[config.mk]
export PLATFORM = sky130hd
export DESIGN_NAME = key_event_scheduler
export DESIGN_NICKNAME = d
export VERILOG_FILES = /design/src/rtl/key_event_scheduler.sv
export SDC_FILE = /design/constraint.sdc
export NUM_CORES = 1
export LEC_CHECK = 0
export CORE_MARGIN = 10
export CORE_UTILIZATION = 28
export DETAILED_ROUTE_END_ITERATION = 10
export GPL_ROUTABILITY_DRIVEN = 0
export SKIP_CTS_REPAIR_TIMING = 1
export SYNTH_ARGS = -nofsm -noshare
export SYNTH_HDL_FRONTEND = slang
export SYNTH_SLANG_ARGS = --single-unit
[constraint.sdc]
create_clock -name Clk -period 3.2 [get_ports Clk]
set_input_delay 0.64 -clock Clk [delete_from_list [all_inputs] [get_ports Clk]]
set_output_delay 0.64 -clock Clk [all_outputs]
set_load 0.05 [all_outputs]
[src/rtl/key_event_scheduler.sv]
// Turns the 4-slot HID keycode word into per-frame press/auto-repeat events for two players,
// queued as pending bits and round-robin arbitrated onto a single valid/ready event slot.
module key_event_scheduler #(
    parameter int REPEAT_DELAY = 30,
    parameter int REPEAT_RATE  = 6,
    parameter int CNT_W        = 8
) (
    input  logic        Clk,
    input  logic        Reset_n,
    input  logic        frame_tick,
    input  logic [31:0] keycode,
    input  logic        evt_ready,
    input  logic        clr_drop,
    output logic        evt_valid,
    output logic        evt_player,
    output logic [2:0]  evt_code,
    output logic        evt_repeat,
    output logic [9:0]  held,
    output logic        drop_sticky
);

    localparam logic [CNT_W-1:0] DELAY_C = CNT_W'(REPEAT_DELAY);
    localparam logic [CNT_W-1:0] RATE_C  = CNT_W'(REPEAT_RATE);
    localparam logic [CNT_W-1:0] ONE_C   = CNT_W'(1);

    // Bit i of held/pending: player = i/5, code = i%5 (0 U, 1 L, 2 D, 3 R, 4 ACT)
    function automatic logic [7:0] key_code(input int idx);
        case (idx)
            0:       return 8'h1A;
            1:       return 8'h04;
            2:       return 8'h16;
            3:       return 8'h07;
            4:       return 8'h08;
            5:       return 8'h52;
            6:       return 8'h50;
            7:       return 8'h51;
            8:       return 8'h4F;
            default: return 8'h2C;
        endcase
    endfunction

    function automatic logic byte_hit(input logic [31:0] kc, input logic [7:0] code);
        return (kc[7:0] == code) || (kc[15:8] == code) ||
               (kc[23:16] == code) || (kc[31:24] == code);
    endfunction

    // Fixed priority within one player: ACT > U > L > D > R
    function automatic logic [2:0] pick(input logic [4:0] p);
        if (p[4])      return 3'd4;
        else if (p[0]) return 3'd0;
        else if (p[1]) return 3'd1;
        else if (p[2]) return 3'd2;
        else           return 3'd3;
    endfunction

    logic [9:0]       new_held;
    logic [9:0]       pending_q, pending_d;
    logic [9:0]       rep_q, rep_d;
    logic [9:0]       req, req_rep;
    logic [CNT_W-1:0] cnt_q [10];
    logic [CNT_W-1:0] cnt_d [10];
    logic             last_grant_q;

    logic             p0_any, p1_any, any_pend;
    logic             grant_p;
    logic [2:0]       grant_code;
    logic [3:0]       grant_idx;
    logic             load, take, drop;
    logic [9:0]       clr_mask;

    // Frame sampling: press detection and auto-repeat counters
    always_comb begin
        new_held = '0;
        req      = '0;
        req_rep  = '0;
        for (int i = 0; i < 10; i++) begin
            new_held[i] = byte_hit(keycode, key_code(i));
            cnt_d[i]    = cnt_q[i];
            if (frame_tick) begin
                if (new_held[i] && !held[i]) begin
                    req[i]   = 1'b1;
                    cnt_d[i] = (i == 4 || i == 9) ? '0 : DELAY_C;
                end else if (new_held[i]) begin
                    if ((i != 4) && (i != 9) && (cnt_q[i] == ONE_C)) begin
                        req[i]     = 1'b1;
                        req_rep[i] = 1'b1;
                        cnt_d[i]   = RATE_C;
                    end else if (cnt_q[i] > ONE_C) begin
                        cnt_d[i] = cnt_q[i] - ONE_C;
                    end
                end else begin
                    cnt_d[i] = '0;
                end
            end
        end
    end

    // Arbitration and slot load; a request on the bit being granted re-arms it without a drop
    always_comb begin
        p0_any     = |pending_q[4:0];
        p1_any     = |pending_q[9:5];
        any_pend   = p0_any | p1_any;
        grant_p    = (p0_any && p1_any) ? ~last_grant_q : p1_any;
        grant_code = pick(grant_p ? pending_q[9:5] : pending_q[4:0]);
        grant_idx  = grant_p ? (4'(grant_code) + 4'd5) : 4'(grant_code);
        load       = !evt_valid || evt_ready;
        take       = load && any_pend;
        clr_mask   = take ? (10'b1 << grant_idx) : '0;
        pending_d  = (pending_q & ~clr_mask) | req;
        drop       = |(req & pending_q & ~clr_mask);
        rep_d      = (rep_q & ~req) | (req_rep & req);
    end

    always_ff @(posedge Clk or negedge Reset_n) begin
        if (!Reset_n) begin
            held         <= '0;
            pending_q    <= '0;
            rep_q        <= '0;
            for (int i = 0; i < 10; i++) cnt_q[i] <= '0;
            last_grant_q <= 1'b1;
            evt_valid    <= 1'b0;
            evt_player   <= 1'b0;
            evt_code     <= 3'd0;
            evt_repeat   <= 1'b0;
            drop_sticky  <= 1'b0;
        end else begin
            if (frame_tick) held <= new_held;
            pending_q <= pending_d;
            rep_q     <= rep_d;
            for (int i = 0; i < 10; i++) cnt_q[i] <= cnt_d[i];
            if (take) begin
                evt_valid    <= 1'b1;
                evt_player   <= grant_p;
                evt_code     <= grant_code;
                evt_repeat   <= rep_q[grant_idx];
                last_grant_q <= grant_p;
            end else if (evt_ready) begin
                evt_valid <= 1'b0;
            end
            if (drop)          drop_sticky <= 1'b1;
            else if (clr_drop) drop_sticky <= 1'b0;
        end
    end

endmodule

Yosys cells after proc, flatten, opt, wreduce, memory -nomap -nowiden --
Index checks and enable logic that the tools add are counted.
Word-level totals: bits in read-only memories 0, bits in latches 0, logic and storage cells 268, input bits 37, register bits 102, bits in writable memories 0, memories 0, output and inout port bits 17
Operators by class: shifts and indexed selects 1, equal/unequal tests 56, $add $sub $neg 9, bitwise operators 11, divide/modulo/power cells 0, $lt $le $gt $ge 9, muxes and demuxes 98, multiply operators 0, reductions and logical operators 67
Operator list (number):
- $mux W8 | 32
- $eq A8 B7 Y1 const B | 16
- $eq A8 B1 Y1 const B | 8
- $eq A8 B3 Y1 const B | 8
- $eq A8 B5 Y1 const B | 8
- $gt A8 B1 Y1 const B | 8
- $sub A8 B1 Y8 const B | 8
- $mux W1 | 59
- $and A10 B10 Y10 | 4
- $eq A8 B4 Y1 const B | 4
- $eq A8 B6 Y1 const B | 4
- $ne A4 B1 Y1 const B | 8
- $logic_or A1 B1 Y1 | 31
- $not A10 Y10 | 2
- $or A10 B10 Y10 | 2
- $reduce_and A2 Y1 | 8
- $logic_and A1 B1 Y1 | 12
- $logic_not A1 Y1 | 11
- $and A9 B10 Y10 | 1
- $mux W10 | 1
- $reduce_or A10 Y1 | 1
- $reduce_or A5 Y1 | 2
- $shl A1 B4 Y10 const A | 1
- $lt A4 B5 Y1 const B | 1
- 9 further kinds | 11

Depth between registers and ports, before layout --
word-level depth 16, depth in mapped cells 14, gate-level depth less buffers 13

Worst setup path after synthesis --
OpenSTA, ideal clock, no wires.
path type register to register, start point register pending_q[9], end point register evt_repeat, library setup time 0.148 ns, path buffers 2, required time 3.052 ns, setup slack -0.116 ns, clock period less this slack 3.316 ns, stages on the path, launching flop included 11, arrival 3.167 ns, cells stage by stage dfrtp_1 buf_6 or4_4 buf_6 o21ai_0 o21ai_0 ha_1 o32ai_2 mux2_2 nor3_1 o31ai_1
On the way: longest elaborated chain between the ends 12, elaborated cells on any way between the ends 14, classes of those cells 1 x add/sub; 9 x mux; 1 x bitwise; 3 x reduce/logical
Ends and longest elaborated chain:
- start, declared | RTL line 57 | logic [9:0] pending_q, pending_d;
- start signal, assigned | RTL line 128 | pending_q <= pending_d;
- $reduce_or A5 Y1 | RTL line 101 | p1_any = |pending_q[9:5];
- $logic_and A1 B1 Y1 | RTL line 103 | grant_p = (p0_any && p1_any) ? ~last_grant_q : p1_any;
- $mux W1 | RTL line 103
- $mux W5 * | RTL line 104 | grant_code = pick(grant_p ? pending_q[9:5] : pending_q[4:0]);
- $mux W1 | RTL line 52 | else if (p[2]) return 3'd2;
- $mux W2 | RTL line 51 | else if (p[1]) return 3'd1;
- $mux W2 | RTL line 50 | else if (p[0]) return 3'd0;
- $mux W3 * | RTL line 49 | if (p[4]) return 3'd4;
- named net grant_code[0] | RTL line 66 | logic [2:0] grant_code;
- $add A3 B3 Y4 | RTL line 105 | grant_idx = grant_p ? (4'(grant_code) + 4'd5) : 4'(grant_code);
- $mux W4 * | RTL line 105
- $bmux W1 S4 * | RTL line 135 | evt_repeat <= rep_q[grant_idx];
- $mux W1 (not written as such) * | RTL line 135
- end signal, assigned | RTL line 135
- end, declared | RTL line 17 | output logic evt_repeat,
Mark *: on every way through the listed nets, which the timed path passes. The rest lies on a longest branch. The select of a mux whose other input is x is not followed. A chain may end at the register's enable or synchronous reset.

Worst setup path in the final report --
start point register pending_q[7], end point register drop_sticky
On the way: elaborated cells on any way between the ends 20, classes of those cells 1 x add/sub; 1 x shift; 9 x mux; 4 x bitwise; 5 x reduce/logical
RTL lines:
- $reduce_or A5 Y1 * | RTL line 101
- $logic_and A1 B1 Y1 | RTL line 103
- $mux W1 * | RTL line 103
- $mux W5 * | RTL line 104
- $mux W2 | RTL line 51
- $mux W2 | RTL line 50
- $mux W3 * | RTL line 49
- named net grant_code[1] | RTL line 66
- $add A3 B3 Y4 | RTL line 105
- $mux W4 * | RTL line 105
- $shl A1 B4 Y10 * | RTL line 108 | clr_mask = take ? (10'b1 << grant_idx) : '0;
- $mux W10 * | RTL line 108
- $not A10 Y10 * | RTL line 110 | drop = |(req & pending_q & ~clr_mask);
- $and A10 B10 Y10 * | RTL line 110
- $reduce_or A10 Y1 * | RTL line 110
- $mux W1 or $reduce_bool A2 Y1 (tied branches)
- end signal, assigned | RTL line 125 | drop_sticky <= 1'b0;
- end signal, assigned | RTL line 140 | if (drop) drop_sticky <= 1'b1;
- end signal, assigned | RTL line 141 | else if (clr_drop) drop_sticky <= 1'b0;
- end, declared | RTL line 19 | output logic drop_sticky
Mark *: on every way through the listed nets, which the timed path passes. The rest lies on a longest branch.

==> flow_summary.yaml <==
worst_setup_path:
  reg2reg_from: "pending_q[7]"
  ff2ff_path_depth: 12
  worst-setup-path-type: "flop to flop"
  arrival_ps: 3310
  endpoint_kind: "flop"
  worstSetupStartpointType: "flop"
  regToRegSetupSlack_ps: 100
  worstReg2RegEnd: "drop_sticky"
  worstPathMaxFanout: 5
  cp.required_ps: 3410
grt:
  grt_usage_pct: 12.5
  grt_start_max_net_pins: 59
  grt_pass1_vias: 5954
  globalRouteOverflowTotal: 0
  grt_pass1_wl_mm: 31.4
  antenna_found_initial: 0
placement:
  place_ws_ps: -64.5
  dp_hpwl_mm: 14.8
  io_buffers: 53
drt:
  wire_per_inst_um: 16.4
  antenna_left: 0
  vias: 6228
  route.detailed.drc: 0
  drtPass1Iterations: 5
  vias_per_cell: 5.24
  totalWireLength_mm: 19.5
  drt_iter0_drc: 487
pwr:
  ir_worst_vdd_v: 0.000657
  p_per_area_mw_per_mm2: 752
  p_leak_nw: 3.56
timing:
  hold_viol_final: 0
  post-route-period-util_pct: 96.8
  slew_violations: 0
  fin_ws_ps: 104
  tightest_slew_ps: 994
  holdWs_ps: 363
  period_minus_slack_ps: 3100
  rsz0062_at_grt: "true"
  fmax_mhz: 323
  skew_ps: 9.55
  setup-tns-final_ps: 0
  setup_viol: 0
  slew_headroom_pct: 33.3
job:
  max-cap-violations: 0
yosys:
  yosys_warnings: 0
  synth_area_mm2: 0.00655
  synth_cell_types: 71
  synth-edff-count: 0
  syn-num-nets: 815
  synth-seq-area-share_pct: 39.0
  synth_cells: 761
  ys_async_sr_fraction_pct: 100
  avgSynthCellArea_um2: 8.61
  synth-main-ff-cell: "dfrtp_1"
  synth-seq-cells: 102
layout:
  syn_to_final_growth_pct: 27.6
  drive_gt1_share_pct: 14.6
  n_antenna_cell: 0
  nets: 924
  utilization_pct: 36.6
min_path:
  hold_class: "primary input to async pin"
die:
  row_count: 55
  die_area_mm2: 0.0299
  core_area_mm2: 0.0228
  ios: 54
  start_util_pct: 28.7
  die_w_um: 173
  die_h_um: 173
clock_network:
  clockBufferDepth: 2
  cts_root_buffer: "clkbuf_16"
  cts_tree: "yes"
  cts_made_buffers: 9
  insertion_delay_ps: 360
  path_clk_slew_ps: 70
  htreeDepth: 3
  numClockSinks: 102
run_status:
  status: "finished clean"
==> power by group <==
| group | internal [mW] | switching (mW) |
|---|---|---|
| clock network | 0.708 | 0.563 |
| logic | 1.65 | 1.82 |
| registers | 1.43 | 0.123 |
==> layout by cell type (no fill, tap or decap), drive strengths merged, types with 6 or more instances in the layout <==
master	n
nand2b	14
clkdlybuf4s50	51
nor4	22
or3	7
nand4	14
a22o	15
nor3	27
nor2b	28
o41ai	8
a21o	6
or2	9
clkbuf	9
o21ai	83
inv	50
and3	10
o22a	6
nor2	85
ha	17
o31ai	18
a31oi	12
nand3	21
and2	7
nand2	65
xor2	6
buf	59
nor4b	6
xnor2	12
dfrtp	101
a21oi	25
==> stage by stage <==
stage	std cells	area (µm²)	power [mW]
2_1_floorplan	761	6550	3.18
3_3_place_gp	1163	7780	4.10
3_5_place_dp	1163	7780	4.10
4_1_cts	1179	8120	5.39
5_1_grt	1188	8370	6.64
6_report	1188	8370	6.29
==> cell families after synthesis <==
| logic type | count (synthesis) | synth area share [%] |
|---|---|---|
| AO/OA/AOI/OAI | 223 | 23.4 |
| adder cells (fa/ha/maj) | 17 | 3.25 |
| flip-flops | 102 | 39.0 |
| AND/OR/NAND/NOR | 335 | 27.1 |
| buffers and inverters | 58 | 3.57 |
| multiplexers | 8 | 1.30 |
| XOR/XNOR | 18 | 2.41 |
==> critical path, cell delays in order, from the launching register on <==
cell       delay (ps)
dfrtp_1           390
or4_4             600
o21ai_4           220
buf_6             140
o31ai_4            60
ha_4              320
nor3b_2           170
o221a_2           200
a31oi_2            60
o31ai_4           290
nor3_1             70
nor4_1            280
o2111ai_1         150
==> synth_stat cells (4+ instances only) <==
library cell,count,share of area (%)
xnor2_1,12,1.6
o22ai_1,5,0.48
xor2_1,6,0.80
and4b_1,5,0.76
mux2_2,4,0.69
nand4_1,14,1.3
nand2_1,65,3.7
a32o_1,4,0.61
or2_2,9,0.86
ha_1,17,3.2
or4_1,4,0.46
mux2i_1,4,0.61
o31ai_1,17,1.9
and3_1,10,0.95
o2bb2ai_1,4,0.53
nor3_1,26,2.0
nor2b_1,28,2.7
o21ai_1,7,0.53
dfrtp_1,101,39
o21ai_0,73,5.6
nor4_1,21,2.0
a21oi_1,25,1.9
a21o_1,6,0.69
o21a_1,4,0.46
nor2_1,85,4.9
and2_1,7,0.67
o41ai_1,6,0.80
a31oi_1,12,1.1
o22a_1,6,0.80
or3_1,7,0.67
inv_1,46,2.6
nor4b_1,4,0.53
clkbuf_1,9,0.52
a22o_1,15,2.0
nand2b_1,14,1.3
nand3_1,21,1.6
==> per-layer routing <==
| layer | vias to the layer above | track usage (%) | wire [µm] |
|---|---|---|---|
| met5 | - | 0 | 0 |
| met4 | 0 | 3.05 | 268 |
| met3 | 24 | 3.29 | 1130 |
| met2 | 175 | 19.6 | 8880 |
| met1 | 2984 | 16.8 | 9180 |
| li1 | 3045 | - | - |
==> sequential cells by signal, indices dropped and copies added (netlist names), named ones only <==
register	flops
cnt_q	64
drop_sticky	1
evt_code	3
evt_player	1
evt_repeat	1
evt_valid	1
held	10
last_grant_q	1
pending_q	10
rep_q	2
==> worst max-delay path by stage <==
stage	startpoint	end	slack, ps
after floorplan	pending_q[9]	evt_repeat	5
after global placement	keycode[1]	cnt_q[13]	30
after detailed placement	pending_q[4]	drop_sticky	-60
after CTS	pending_q[4]	drop_sticky	-80
after global routing	pending_q[7]	drop_sticky	-70
final	pending_q[7]	drop_sticky	100
==> area by class of cell <==
type	instances	area, µm²
inverter	46	173
timing repair buffer	110	978
fill	2360	14500
clock buffer	9	225
sequential	102	2550
tap	313	392
multi-input combinational	601	3930
clock inverter	7	114
Note: power is estimated with default switching activity, not from simulation.
